--- config.mk ---
export PLATFORM = sky130hd
export DESIGN_NAME = button_events
export DESIGN_NICKNAME = d
export VERILOG_FILES = /design/src/rtl/button_events_pkg.sv /design/src/rtl/button_events_fsm.sv /design/src/rtl/button_events.sv
export SDC_FILE = /design/constraint.sdc
export NUM_CORES = 1
export LEC_CHECK = 0
export ABC_AREA = 1
export BUFFER_PORTS_ARGS = -buffer_cell sky130_fd_sc_hd__buf_2
export CELL_PAD_IN_SITES_DETAIL_PLACEMENT = 1
export CELL_PAD_IN_SITES_GLOBAL_PLACEMENT = 2
export CORE_ASPECT_RATIO = 0.6
export CORE_MARGIN = 5
export CORE_UTILIZATION = 40
export DETAILED_ROUTE_END_ITERATION = 7
export HOLD_SLACK_MARGIN = 0.08
export PLACE_DENSITY = 0.9
export SLEW_MARGIN = 20
export SYNTH_ARGS = -nofsm -noshare
export SYNTH_HDL_FRONTEND = slang
export SYNTH_SLANG_ARGS = --single-unit
--- constraint.sdc ---
create_clock -name clk -period 6.64 [get_ports clk]
set_input_delay 0.664 -clock clk [delete_from_list [all_inputs] [get_ports clk]]
set_output_delay 0.664 -clock clk [all_outputs]
set_load 0.05 [all_outputs]
--- src/rtl/button_events_pkg.sv ---
// Shared event codes, per-button state encodings and small helpers for button_events.
// Imported by button_fsm and button_events.
package button_events_pkg;

  typedef enum logic [1:0] {
    EVT_PRESS   = 2'd0,
    EVT_RELEASE = 2'd1,
    EVT_LONG    = 2'd2,
    EVT_REPEAT  = 2'd3
  } evt_kind_e;

  typedef enum logic [1:0] {
    IDLE     = 2'd0,
    PRESSED  = 2'd1,
    LONGHELD = 2'd2
  } btn_state_e;

  function automatic int max_int(input int a, input int b);
    return (a > b) ? a : b;
  endfunction

  // Within one button: PRESS, LONG, REPEAT, then RELEASE
  function automatic evt_kind_e pick_kind(input logic [3:0] p);
    evt_kind_e k;
    if (p[EVT_PRESS])
      k = EVT_PRESS;
    else if (p[EVT_LONG])
      k = EVT_LONG;
    else if (p[EVT_REPEAT])
      k = EVT_REPEAT;
    else
      k = EVT_RELEASE;
    return k;
  endfunction

endpackage

--- src/rtl/button_events_fsm.sv ---
// button_fsm: per-button synchronizer, press/hold FSM, hold timer and pending bits.
// Ports:
//   clk, reset     clock, async active-high reset
//   btn            debounced button level (async)
//   base_load      load state from current level without events
//   en             baseline done, FSM may emit events
//   tick           hold timer advance strobe
//   clr            per-kind pending clear (handshake)
//   held           synchronized pressed state
//   pend_nxt       next value of the pending bits
//   drop           an event was lost because its bit was already pending
// AUTOREPEAT_EN: when defined LONGHELD emits REPEAT every REPEAT_TICKS.
module button_fsm
  import button_events_pkg::*;
#(
  parameter int PRESS_LEVEL  = 0,
  parameter int LONG_TICKS   = 1000,
  parameter int REPEAT_TICKS = 200
) (
  input  logic       clk,
  input  logic       reset,
  input  logic       btn,
  input  logic       base_load,
  input  logic       en,
  input  logic       tick,
  input  logic [3:0] clr,
  output logic       held,
  output logic [3:0] pend_nxt,
  output logic       drop
);

  localparam int TSAT = max_int(LONG_TICKS, REPEAT_TICKS);
  localparam int TW   = $clog2(TSAT + 1);
  localparam logic PL = (PRESS_LEVEL != 0);

  localparam logic [TW-1:0] T_SAT  = TW'(TSAT);
  localparam logic [TW-1:0] T_LONG = TW'(LONG_TICKS);
`ifdef AUTOREPEAT_EN
  localparam logic [TW-1:0] T_REP  = TW'(REPEAT_TICKS);
`endif

  logic          s1;
  logic          s2;
  btn_state_e    st;
  logic [TW-1:0] tmr;
  logic [TW-1:0] t_inc;
  logic [3:0]    pend;
  logic [3:0]    set;

  assign held  = (s2 == PL);

  // Saturating increment: the timer never wraps
  assign t_inc = (tmr >= T_SAT) ? tmr : tmr + TW'(1);

  // A release always takes precedence over a tick in the same cycle
  always_comb begin
    set = '0;
    if (en) begin
      unique case (st)
        IDLE: begin
          set[EVT_PRESS] = held;
        end
        PRESSED: begin
          set[EVT_RELEASE] = ~held;
          set[EVT_LONG]    = held & tick & (t_inc == T_LONG);
        end
        LONGHELD: begin
          set[EVT_RELEASE] = ~held;
`ifdef AUTOREPEAT_EN
          set[EVT_REPEAT]  = held & tick & (t_inc == T_REP);
`endif
        end
        default: ;
      endcase
    end
  end

  // A bit set and cleared together stays set: the new event is kept
  assign pend_nxt = (pend & ~clr) | set;
  assign drop     = |(set & pend & ~clr);

  always_ff @(posedge clk or posedge reset) begin
    if (reset) begin
      s1   <= ~PL;
      s2   <= ~PL;
      st   <= IDLE;
      tmr  <= '0;
      pend <= '0;
    end else begin
      s1   <= btn;
      s2   <= s1;
      pend <= pend_nxt;
      if (base_load) begin
        st  <= held ? PRESSED : IDLE;
        tmr <= '0;
      end else if (en) begin
        unique case (st)
          IDLE: begin
            if (held) begin
              st  <= PRESSED;
              tmr <= '0;
            end
          end
          PRESSED: begin
            if (!held)
              st <= IDLE;
            else if (set[EVT_LONG]) begin
              st  <= LONGHELD;
              tmr <= '0;
            end else if (tick)
              tmr <= t_inc;
          end
          LONGHELD: begin
            if (!held)
              st <= IDLE;
`ifdef AUTOREPEAT_EN
            else if (set[EVT_REPEAT])
              tmr <= '0;
`endif
            else if (tick)
              tmr <= t_inc;
          end
          default: st <= IDLE;
        endcase
      end
    end
  end

endmodule

--- src/rtl/button_events.sv ---
// button_events: turns N debounced button levels into PRESS/RELEASE/LONG/REPEAT
// events on a registered valid/ready stream, lowest button index first.
// Ports:
//   clk        system clock
//   reset      async active-high reset
//   btn_in     debounced button levels (async)
//   evt_valid  event presented
//   evt_ready  consumer accepts on evt_valid & evt_ready
//   evt_btn    button index of the presented event
//   evt_kind   0=PRESS 1=RELEASE 2=LONG 3=REPEAT
//   held       synchronized pressed state per button
//   overflow   sticky, an event was lost
// AUTOREPEAT_EN: when defined, REPEAT events are generated after LONG.
module button_events
  import button_events_pkg::*;
#(
  parameter int N            = 4,
  parameter int PRESS_LEVEL  = 0,
  parameter int TICK_DIV     = 50000,
  parameter int LONG_TICKS   = 1000,
  parameter int REPEAT_TICKS = 200
) (
  input  logic         clk,
  input  logic         reset,
  input  logic [N-1:0] btn_in,
  output logic         evt_valid,
  input  logic         evt_ready,
  output logic [3:0]   evt_btn,
  output logic [1:0]   evt_kind,
  output logic [N-1:0] held,
  output logic         overflow
);

  localparam int DW = (TICK_DIV > 1) ? $clog2(TICK_DIV) : 1;

  logic [DW-1:0] div;
  logic          tick;

  assign tick = (div == '0);

  always_ff @(posedge clk or posedge reset) begin
    if (reset)
      div <= '0;
    else
      div <= tick ? DW'(TICK_DIV - 1) : div - DW'(1);
  end

  // Synchronizer output is meaningful two cycles after reset
  logic [1:0] vld;
  logic       base_done;
  logic       base_load;

  assign base_load = vld[1] & ~base_done;

  always_ff @(posedge clk or posedge reset) begin
    if (reset) begin
      vld       <= '0;
      base_done <= 1'b0;
    end else begin
      vld <= {vld[0], 1'b1};
      if (base_load)
        base_done <= 1'b1;
    end
  end

  logic         hs;
  logic [3:0]   pnx [N];
  logic [3:0]   clr [N];
  logic [N-1:0] drop;

  assign hs = evt_valid & evt_ready;

  for (genvar i = 0; i < N; i++) begin : g_btn
    assign clr[i] = (hs && evt_btn == 4'(i))
                  ? (4'b0001 << evt_kind) : 4'b0000;

    button_fsm #(
      .PRESS_LEVEL (PRESS_LEVEL),
      .LONG_TICKS  (LONG_TICKS),
      .REPEAT_TICKS(REPEAT_TICKS)
    ) u_fsm (
      .clk      (clk),
      .reset    (reset),
      .btn      (btn_in[i]),
      .base_load(base_load),
      .en       (base_done),
      .tick     (tick),
      .clr      (clr[i]),
      .held     (held[i]),
      .pend_nxt (pnx[i]),
      .drop     (drop[i])
    );
  end

  // Scan high to low so the lowest pending index wins
  logic       sel_v;
  logic [3:0] sel_b;
  evt_kind_e  sel_k;

  always_comb begin
    sel_v = 1'b0;
    sel_b = '0;
    sel_k = EVT_PRESS;
    for (int i = N - 1; i >= 0; i--) begin
      if (|pnx[i]) begin
        sel_v = 1'b1;
        sel_b = 4'(i);
        sel_k = pick_kind(pnx[i]);
      end
    end
  end

  // After a handshake valid drops for one cycle, so the cleared bit
  // can never be presented twice; ready never feeds valid directly.
  always_ff @(posedge clk or posedge reset) begin
    if (reset) begin
      evt_valid <= 1'b0;
      evt_btn   <= '0;
      evt_kind  <= EVT_PRESS;
      overflow  <= 1'b0;
    end else begin
      overflow <= overflow | (|drop);
      if (hs)
        evt_valid <= 1'b0;
      else if (!evt_valid) begin
        evt_valid <= sel_v;
        if (sel_v) begin
          evt_btn  <= sel_b;
          evt_kind <= sel_k;
        end
      end
    end
  end

endmodule
After elaboration in Yosys (flattened, before gate mapping). Cells that the tools add are included.

Logic and storage cells: 258. Output and inout port bits: 12. Input port bits: 7. Register bits: 99.

Bitwise gates (word level): 38. Multiplexer cells: 115. Shifts and indexed selects: 1. Equal/unequal tests: 35. $add $sub $neg: 5. Order comparisons: 4. Reductions and logical operators: 33.

Operators by type and width (count): 2-to-1 mux 10 bit (32); case mux 10 bit (3 select lines) (4); 2-to-1 mux 2 bit (41); adder 10 x 1 -> 10 bit (second input constant) (4); equality test 10 bit (second input constant) (4); greater-or-equal comparator 10 bit (second input constant) (4); inequality test 3 bit (second input constant) (12); AND 4 bit (8); 2-to-1 mux 4 bit (7); case mux 2 bit (3 select lines) (4); 2-to-1 mux 1 bit (22); AND reduction 5 bit (4); AND 3 x 4 -> 4 bit (4); zero test 16 bit (1); 2-to-1 mux 16 bit (1); inequality test 4 x 2 -> 1 bit (second input constant) (4); inverter 4 bit (4); bitwise OR 4 x 3 -> 4 bit (4); AND reduction 4 bit (4); nonzero test 4 bit (4); OR reduction 16 bit (1); OR reduction 4 bit (4); subtractor 16 x 1 -> 16 bit (second input constant) (1); 2-to-1 mux 3 bit (4); other kinds (15) (49).

Depth between registers and ports, before layout.
Word-level depth: 14. Depth in mapped cells: 19. Gate-level depth less buffers: 19.

Cells and area by module. A second synthesis with hierarchy kept.

Cells, all modules: 1003. Area total of the unflattened synthesis: 6839.1 sq um.

Modules (own cells, without submodules): button_fsm (sequential area each 452.9 sq um, cells an instance 194, area an instance 1327.5 sq um, instances 4); button_events (sequential area each 625.6 sq um, cells an instance 227, area an instance 1529.0 sq um, instances 1).

Worst setup path after synthesis. No wires, ideal clock.

Path type: reg-to-reg. Start: register evt_kind[0]. End: register evt_btn[0]. Data required time: 6522 ps. Arrival time: 2089 ps. Library setup time: 118 ps. Clock period less this slack: 2207 ps. Cell stages (with the launch flop): 16. Path slack: 4433 ps. Buffers on the path: 1. Path through: dfrtp_1 > buf_4 > inv_2 > nor2_1 > nand2_1 > nand2_1 > inv_1 > or2_4 > nor2_4 > nand4_2 > nor2_2 > nand2_2 > nand2_4 > inv_2 > nand2_1 > nand2_1.

Elaborated cells between the ends (all ways): 30. Classes of those cells: shift: 1; mux: 12; bitwise: 12; reduce/logical: 5.

RTL lines: from (decl) (RTL line button_events.sv:29) `output logic [1:0] evt_kind,`; from (signal assigned) (RTL line button_events.sv:129) `evt_kind <= sel_k;`; left shift 1 x 2 -> 4 bit * (RTL line button_events.sv:75) `? (4'b0001 << evt_kind) : 4'b0000;`; 2-to-1 mux 4 bit * (RTL line button_events.sv:75); inverter 4 bit * (RTL line button_events_fsm.sv:79) `assign pend_nxt = (pend & ~clr) | set;`; AND 4 bit * (RTL line button_events_fsm.sv:79); bitwise OR 4 x 3 -> 4 bit * (RTL line button_events_fsm.sv:79); via g_btn[0].u_fsm.pend_nxt[1] (RTL line button_events_fsm.sv:28) `output logic [3:0] pend_nxt,`; OR reduction 4 bit * (RTL line button_events.sv:105) `if (|pnx[i]) begin`; 2-to-1 mux 1 bit (RTL line button_events.sv:105); AND reduction 3 bit (no source line); to (signal assigned) (RTL line button_events.sv:128) `evt_btn <= sel_b;`; to (decl) (RTL line button_events.sv:28) `output logic [3:0] evt_btn,`.

The timed path passes the listed nets; every way through them passes the cells marked *. A chain may end at the register's enable or synchronous reset.

Final worst setup path.
Start: register div[0]. End: register evt_kind[0].

Word-level cells in the longest chain between the ends: 12. Elaborated cells between the ends (all ways): 42. Classes of those cells: mux: 24; bitwise: 12; reduce/logical: 6.

RTL lines: from (decl) (RTL line button_events.sv:36) `logic [DW-1:0] div;`; from (signal assigned) (RTL line button_events.sv:45) `div <= tick ? DW'(TICK_DIV - 1) : div - DW'(1);`; zero test 16 bit * (RTL line button_events.sv:39) `assign tick = (div == '0);`; AND 1 bit (2 in series) (RTL line button_events_fsm.sv:65) `set[EVT_LONG] = held & tick & (t_inc == T_LONG);`; 2-to-1 mux 1 bit (RTL line button_events_fsm.sv:59) `unique case (st)`; 2-to-1 mux 3 bit (RTL line button_events_fsm.sv:58) `if (en) begin`; bitwise OR 4 x 3 -> 4 bit (RTL line button_events_fsm.sv:79); OR reduction 4 bit or 2-to-1 mux 2 bit (tied branches) (RTL line button_events.sv:105, button_events_pkg.sv:27); 2-to-1 mux 1 bit or 2-to-1 mux 2 bit (tied branches) (RTL line button_events.sv:105, button_events_pkg.sv:25); 2-to-1 mux 1 bit or 2-to-1 mux 2 bit (tied branches) (3 in series) (RTL line button_events.sv:105); AND reduction 3 bit (no source line) or 2-to-1 mux 2 bit (tied branches).

Mark *: on every way between the ends. The rest lies on a longest branch, timed or not.

==> flow_metrics.tcl <==
set metrics [dict create \
    outcome "complete, no violations" \
    grt_pass1_wl_um 30780 \
    ff2ff_setup_slack_ps 3500 \
    worstSkewPairLatency_ps 340 \
    track_usage_pct 19.91 \
    grt_pass1_vias 5828 \
    yosys_warnings 0 \
    syn-instance-count 900 \
    viasPerCell 5.204 \
    ios 19 \
    period_minus_slack_ps 3141 \
    htree_levels 3 \
    min_path_type "flip-flop to flip-flop" \
    clkTransAtPathRegs_ps 70 \
    cp-end-kind "flip-flop" \
    synth_top_area_share_pct 34.52 \
    tns_ps 0 \
    die_h_um 108.4 \
    yosys.area.top_type "dfrtp_1" \
    synth_seq_cells 97 \
    ys_seq_area_share_pct 37.78 \
    ctsHoldBuffers 0 \
    cts_sinks 97 \
    cap_violations 0 \
    final_cell_area_sq_um 6984 \
    required_ps 6920 \
    core_area_sq_um 16040 \
    worst-setup-path-type "flip-flop to flip-flop" \
    diodes 0 \
    detail-route-antenna-nets 0 \
    crit_arrival_ps 3420 \
    hold_violations 0 \
    io_buffers 16 \
    whs_ps 355.3 \
    worst_pin_slew_ps 1088 \
    cts_buffers 9 \
    p_leak_uw 0.003256 \
    drtPass1Iterations 5 \
    gr-total-overflow 0 \
    cts.path.max_buffers 2 \
    r2r-end "evt_kind[0]" \
    cts_tree "done" \
    rows 36 \
    finalWeightedCongestion 0.8127 \
    start_util_pct 40.23 \
    dieArea_sq_um 18850 \
    syn2layout_area_growth_pct 8.262 \
    grt_setup_unrepaired "no" \
    wl_per_cell_um 16.24 \
    cp-start-kind "flip-flop" \
    avgSynthCellArea_sq_um 7.168 \
    slew-limit-headroom_pct 27.12 \
    die_w_um 174.0 \
    path_max_fanout 32 \
    r2r-start "div[0]" \
    fmax_ghz 0.3183 \
    endpoint "evt_kind[0]" \
    grt_max_degree 54 \
    finalNetCount 936 \
    drive_gt1_share_pct 11.72 \
    root_buffer "clkbuf_16" \
    cts_setup_buffers 0 \
    netlist_area_sq_um 6451 \
    power_per_cell_area_nw_per_um2 293.3 \
    synth_cell_types 50 \
    ff2ff_path_depth 16 \
    period_share_pct 47.31 \
    num_vias 5839 \
    antenna_found_initial 0 \
    placed_area_sq_um 6686 \
    dp_hpwl_um 13630 \
    drc_errors 0 \
    crit_path_start "div[0]" \
    netlist_top_cells_area "dfrtp_1 (35%), nand2_1 (14%), inv_1 (6.8%), nand3_1 (5.8%), nor2_1 (4.9%)" \
    finalSetupViolations 0 \
    utilization_pct 43.55 \
    ir_worst_vdd_uv 131.5 \
    fin_skew_ps 7.545 \
    cts_resized 0 \
    routed_wl_um 18220 \
    first_iter_violations 422 \
    final_max_slew_viol_count 0 \
]
[worst min-delay path by stage]
stage	endpoint	cells after the start	startpoint
floorplan	vld[1]	0	vld[0]
global placement	vld[1]	0	vld[0]
detailed placement	vld[1]	0	vld[0]
CTS	g_btn[1].u_fsm.s2	0	g_btn[1].u_fsm.s1
global route	g_btn[0].u_fsm.s2	0	g_btn[0].u_fsm.s1
finish	vld[1]	0	vld[0]
[critical path, cell delays in order (launching register included)]
cell and delay (ps):
dfrtp_1 380, inv_1 80, ha_1 200, nand2_1 130, inv_1 110, nand3_2 590, clkinv_2 590, nand2_1 150
nor2_2 170, nand3_2 150, nand4_2 130, nor2_2 70, nand2_2 80, nand2_4 70, nor2_2 70, nand2_1 60
nand2_1 50
[registers in the layout (all words and copies together), names as in the netlist]
register and count:
evt_btn 2, base_done 1, g_btn.u_fsm.pend 16, overflow 1
g_btn.u_fsm.tmr 40, g_btn.u_fsm.s1 4, div 16, vld 2
g_btn.u_fsm.st 8, evt_valid 1, evt_kind 2, g_btn.u_fsm.s2 4
[kinds of logic (layout without fill, tap and decap cells)]
kind of cell,count (synthesis),in the layout,share of synthesized area (%)
buffers and inverters,151,163,9.542
flip-flops,97,97,37.78
XOR/XNOR,12,12,1.629
adder cells (fa/ha/maj),21,21,4.073
AO/OA/AOI/OAI,147,147,13.67
AND/OR/NAND/NOR,470,470,33.18
other,2,3,0.1164
[area by class of cell]
cell class	count	area (sq um)
Inverter	129	490.5
Multi-Input combinational cell	653	3402
Clock buffer	12	246.5
Clock inverter	4	51.30
Fill cell	2087	9051
Tap cell	209	261.5
Sequential cell	97	2437
Timing Repair Buffer	18	95.09
[Yosys cell counts (all sizes together)]
master     n
nand2    254
inv      128
nor2     102
dfrtp     89
nand3     79
o21ai     61
o22ai     34
a21oi     25
ha        21
nand4     16
buf       14
nor3      12
xor2       9
clkbuf     8
dfstp      8
a31oi      6
o211ai     5
nor4       4
o32ai      4
o31ai      3
or2        3
xnor2      3
a21boi     2
conb       2
o21a       2
a211oi     1
a21o       1
a32o       1
clkinv     1
o2111ai    1
o311ai     1
[per-layer routing]
metal / wire length (um) / global-route usage [%] / up-vias
met3: 544 / 2.900 / 6
met1: 10390 / 31.98 / 2812
met4: 72 / 2.484 / 0
li1: - / - / 2948
met5: 0 / 0 / -
met2: 7213 / 28.75 / 73
[cells in the final DEF (no fill, tap or decap), types with 9 or more instances in the layout]
cell type  count
nand2_1      237
dfrtp_1       89
nor2_1        84
xor2_1         9
ha_1          21
nor2_2        13
buf_2         16
o21ai_0       46
a21oi_1       23
nand2_2       13
clkbuf_16      9
o21ai_1       12
inv_2         10
nand4_1       15
nand3_1       75
inv_1        116
o22ai_1       34
[per-stage QoR]
stage               worst slack [ps]  std cells  total power [uW]
floorplan                       3456        901              1308
global placement                3637       1106              1515
detailed placement              3475       1106              1518
CTS                             3449       1122              2067
global route                    3116       1122              2191
finish                          3499       1122              2048
[power by group]
group / internal (uW) / switching, uW
clock: 304 / 232
combinational: 229 / 576
sequential: 654 / 53.0
total: 1190 / 861
Power figures use the tool's default switching activity.
